==> config.mk <==
export PLATFORM = sky130hd
export DESIGN_NAME = alu_result_stage
export DESIGN_NICKNAME = d
export VERILOG_FILES = /design/src/rtl/alu_result_stage.sv
export SDC_FILE = /design/constraint.sdc
export NUM_CORES = 1
export LEC_CHECK = 0
export CORE_MARGIN = 3
export CORE_UTILIZATION = 50
export DETAILED_ROUTE_END_ITERATION = 10
export PLACE_DENSITY = 0.79
export SLEW_MARGIN = 20
export SYNTH_ARGS = -nofsm -noshare
export SYNTH_HDL_FRONTEND = slang
export SYNTH_SLANG_ARGS = --single-unit
==> constraint.sdc <==
create_clock -name clk -period 2.1 [get_ports clk]
set_input_delay 0.42 -clock clk [delete_from_list [all_inputs] [get_ports clk]]
set_output_delay 0.42 -clock clk [all_outputs]
set_load 0.03 [all_outputs]
==> src/rtl/alu_result_stage.sv <==
// alu_result_stage: 2-entry skid FIFO between ALU and writeback, with PSW update on pop and error trap.
// Optional `ALU_RESULT_BYPASS_EN exposes the youngest buffered entry on byp_* ports.
`ifndef WORD_LENGTH
`define WORD_LENGTH 24
`endif
module alu_result_stage (
  input  logic                    clk,
  input  logic                    rst,
  input  logic                    in_valid,
  output logic                    in_ready,
  input  logic [0:`WORD_LENGTH-1] r,
  input  logic                    c,
  input  logic                    n,
  input  logic                    z,
  input  logic                    err,
  input  logic [4:0]              in_dest,
  input  logic                    flush,
  output logic                    out_valid,
  output logic [0:`WORD_LENGTH-1] out_r,
  output logic [4:0]              out_dest,
  input  logic                    out_ready,
  output logic                    psw_c,
  output logic                    psw_n,
  output logic                    psw_z,
  output logic                    trap,
  output logic [4:0]              trap_dest
`ifdef ALU_RESULT_BYPASS_EN
  ,
  output logic                    byp_valid,
  output logic [4:0]              byp_dest,
  output logic [0:`WORD_LENGTH-1] byp_r
`endif
);
  typedef enum logic [1:0] {EMPTY, ONE, TWO} state_t;
  typedef struct packed {
    logic [0:`WORD_LENGTH-1] r;
    logic                    c;
    logic                    n;
    logic                    z;
    logic [4:0]              dest;
  } entry_t;
  state_t state, nxt;
  entry_t e0, e1, new_e;
  logic accept, push, pop;
  assign new_e = '{r: r, c: c, n: n, z: z, dest: in_dest};
  assign accept = in_valid && in_ready;
  assign push = accept && !err && !flush;
  assign pop = out_valid && out_ready && !flush;
  assign out_valid = state != EMPTY;
  assign out_r = out_valid ? e0.r : '0;
  assign out_dest = out_valid ? e0.dest : '0;
  always_comb
    nxt = flush ? EMPTY :
          (push && !pop) ? (state == EMPTY ? ONE : TWO) :
          (pop && !push) ? (state == TWO ? ONE : EMPTY) : state;
  // e0 is always the head; e1 only holds the second entry while in TWO
  always_ff @(posedge clk or negedge rst) begin
    if (!rst) begin
      state <= EMPTY;
      in_ready <= 1'b0;
      e0 <= '0;
      e1 <= '0;
      psw_c <= 1'b0;
      psw_n <= 1'b0;
      psw_z <= 1'b0;
      trap <= 1'b0;
      trap_dest <= '0;
    end else begin
      state <= nxt;
      in_ready <= nxt != TWO;
      trap <= accept && err;
      if (accept && err) trap_dest <= in_dest;
      if (pop) {psw_c, psw_n, psw_z} <= {e0.c, e0.n, e0.z};
      if ((push && state == EMPTY) || (push && pop && state == ONE)) e0 <= new_e;
      else if (pop && state == TWO) e0 <= e1;
      if (push && !pop && state == ONE) e1 <= new_e;
    end
  end
`ifdef ALU_RESULT_BYPASS_EN
  assign byp_valid = state != EMPTY;
  assign byp_dest = state == TWO ? e1.dest : state == ONE ? e0.dest : '0;
  assign byp_r = state == TWO ? e1.r : state == ONE ? e0.r : '0;
`endif
endmodule

==> results.md, run 1 <==
- # nets final: 370
- Post-Syn Nets: 287
- Worst hold path type: in2async
- Design area: 4534 um2
- FF+latch count, synth: 76
- Area Growth Syn to Fin: 31.16%
- CTS H-tree depth: 3
- Initial antenna violation count: 0
- Core area: 6531 um2
- WP data required: 1.68 ns
- Avg Synthesized Cell Area: 13.88 um2
- Clk_lat worst skew: 0.35 ns
- Final setup vio count: 0
- Final Hold Fails: 0
- CTS clk-pin slew, worst paths: 0.08 ns
- CP peak stage delay: 0.43 ns
- Post-CTS Hold Buffers: 0
- Post-synth EDFFs: 0
- Max-slew violations: 0
- CTS Buf Count: 9
- Cell variety after synth: 26
- DRC viols: 0
- PwrDens: 880.6 nW/um2
- Final min period: 1.990 ns
- Area contributors post-synth: dfrtp_1 55%, mux2_4 13%, a221o_1 9.3%
- Remaining Overflow, GRT: 0
- IO buf count: 77
- Int Pwr: 2.979 mW
- WL/cell: 18.36 um
- Gate count of the mapped netlist: 249
- Comb pwr share: 19.5%
- Number of global-route vias before repair: 2360
- Non-Filler Instances: 414
- Crit-path leading delay family: buffers and inverters
- Netlist Area Pre-Place: 3457 um2
- WS Path Type: reg2out
- CP max-delay cell: dfrtp_1
- Post-CTS setup buffers: 0
- Die height: 89.15 um
- Clock Skews: 0.009494 ns
- Syn. warnings: 0
- Sink Count: 76
- Post-synth ARST share: 100.0%
- Ys flop type: dfrtp_1
- Die X-Extent: 89.15 um
- DP Area: 4359 um2
- Post-synth top cells: 76 x dfrtp_1, 32 x a221o_1, 32 x and2_1
- Row count: 29
- Unrepaired setup endpoints after global routing: no
- Switching Share: 25.39%
- # diodes: 0
- Worst-path maximum fanout: 31
- Maximum VDD drop: 0.6800 mV
- Worst slew pin tran: 0.5342 ns
- Multi-input gate area: 1429 um2
- Setup TNS: 0 ns
- Initial Utilization: 52.93%
- Antenna viol nets, final: 0
- Fill cells: 479
- Flop pwr share: 46.2%
- Sw power: 1.014 mW
- Largest net degree at the start of global routing: 41
- CTS tree: built
- First-pass GRT wire length: 12.11 mm
- Share of cells above drive strength 1: 25.52%
- CTS Root Cell: clkbuf_8
- Total number of vias: 2292
- Util after Layout: 69.43%
- Status: complete, no violations
- Max Fclk: 502.6 MHz
- CP bufs+invs: 2
- Final period util: 94.74%
- Sequential Area: 1903 um2
- Critical path arrival: 1.57 ns
- Critical path cell sequence: nor2_2 -> buf_12 -> nor2b_1 -> dlygate4sd2_1
- Max_cap viols: 0
- Overall die area: 7948 um2
- Top-count cell post-synth: dfrtp_1
- CP Launch Type: register
- I/O pin cnt: 78
- Routability cong.: 0.8068
- Dpl hpwl: 4.955 mm
- DP Cell Count: 398
- 1st-pass router iterations: 4
- Max_slew headroom: 64.39%
- Reg2reg setup slack: 0.53 ns
- Post-synthesis sequential area ratio: 55.01%
- Detailed Route Iter0 Violations: 110
- GRT Total Usage: 20.55%
- Vias per cell: 5.536
- Worst setup EP type: output port
- Drt total wl: 7.600 mm
- CTS Buffer Depth: 2
- Clk pwr share: 34.3%
- Leakage: 2.115 nW
- Synth area leader: dfrtp_1
- Yosys top cell area share: 55.01%
==> cell families (layout without fill, tap and decap cells) <==
logic type,Yosys count,after routing,share of synthesized area (%)
DFF,76,76,55.01
AOI/OAI and AO/OA,38,38,10.57
and+or+nand+nor,75,75,14.12
buffers and inverters,20,108,4.017
muxes,40,40,16.29
==> metrics by stage <==
stage	setup slack (ns)	hold WS (ns)	total power, mW
final	0.1104	0.03763	3.993
after global routing	0.01300	0.06560	4.171
after CTS	0.02616	0.05243	4.028
after detailed placement	-0.05367	0.4350	2.676
after global placement	-0.02407	0.4328	2.647
after floorplan	0.4362	0.1244	2.327
==> state kept, by name, summed over array words and instances (netlist names) <==
| name | count |
|---|---|
| psw_z | 1 |
| e1 | 32 |
| trap_dest | 5 |
| psw_c | 1 |
| e0 | 32 |
| state | 2 |
| trap | 1 |
| in_ready | 1 |
| psw_n | 1 |
==> worst reg2reg max path, cell delays in order (launching register included) <==
cell and delay [ns]:
dfrtp_1 0.38, and4bb_4 0.28, and3_2 0.26, buf_12 0.19, mux2_2 0.35
==> cell usage in the layout (no fill, tap or decap), types with 2 or more instances in the layout <==
master | netlist | final
clkbuf_2 | 0 | 10
nor3_1 | 2 | 2
bufinv_16 | 0 | 3
and2_1 | 32 | 32
dfrtp_1 | 76 | 75
clkbuf_8 | 0 | 10
inv_1 | 3 | 3
dlygate4sd2_1 | 0 | 20
buf_12 | 0 | 5
a221o_1 | 32 | 32
mux2_4 | 30 | 30
clkdlybuf4s50_1 | 0 | 46
nand2b_1 | 2 | 2
nor2b_1 | 31 | 31
mux2_2 | 10 | 10
buf_4 | 0 | 8
==> power groups by stage <==
stage / logic, mW / clock network [mW] / registers [mW]
6_report: 0.778 / 1.37 / 1.84
5_1_grt: 0.832 / 1.46 / 1.88
4_1_cts: 0.789 / 1.39 / 1.85
3_5_place_dp: 0.809 / 0 / 1.87
3_3_place_gp: 0.788 / 0 / 1.86
2_1_floorplan: 0.429 / 0 / 1.90
==> final timing paths <==
| path | startpoint | end | depth (start not counted) |
|---|---|---|---|
| max in group asynchronous | rst | e0[10] | 2 |
| worst min register to register | e1[18] | e1[18] | 1 |
| worst max register to register | in_ready | e1[31] | 4 |
| min in group clk | e1[18] | e1[18] | 1 |
| worst max-delay path | state[0] | out_r[16] | 4 |
| worst min-delay path | rst | e1[26] | 1 |
==> per-layer routing <==
layer  vias to the layer above  share of wire [%]  track usage (%)
met5                         -                  0                0
li1                       1066                  -                -
met3                         9                5.1            4.977
met4                         0                1.6            7.307
met1                      1151                 45            27.98
met2                        66                 49            32.28
==> area by class of cell <==
| type | instances | share of cell area [%] |
|---|---|---|
| Sequential cell | 76 | 41.97 |
| Inverter | 3 | 0.2483 |
| Multi-Input combinational cell | 153 | 31.51 |
| Clock inverter | 6 | 2.456 |
| Tap cell | 77 | 2.125 |
| Timing Repair Buffer | 89 | 18.65 |
| Clock buffer | 10 | 3.035 |
==> what timing repair did <==
action | 4_1_cts | 5_1_grt
gates resized for setup | 30 | 21
cloned | 0 | 0
setup endpoints to repair | 30 | 25
Power figures use the tool's default switching activity.
==> inputs of run 2 (changes only) <==
GPL_ROUTABILITY_DRIVEN = 0   (was unset)
==> results of run 2 <==
Final layout, timing and power as in run 1 (identical DEF).
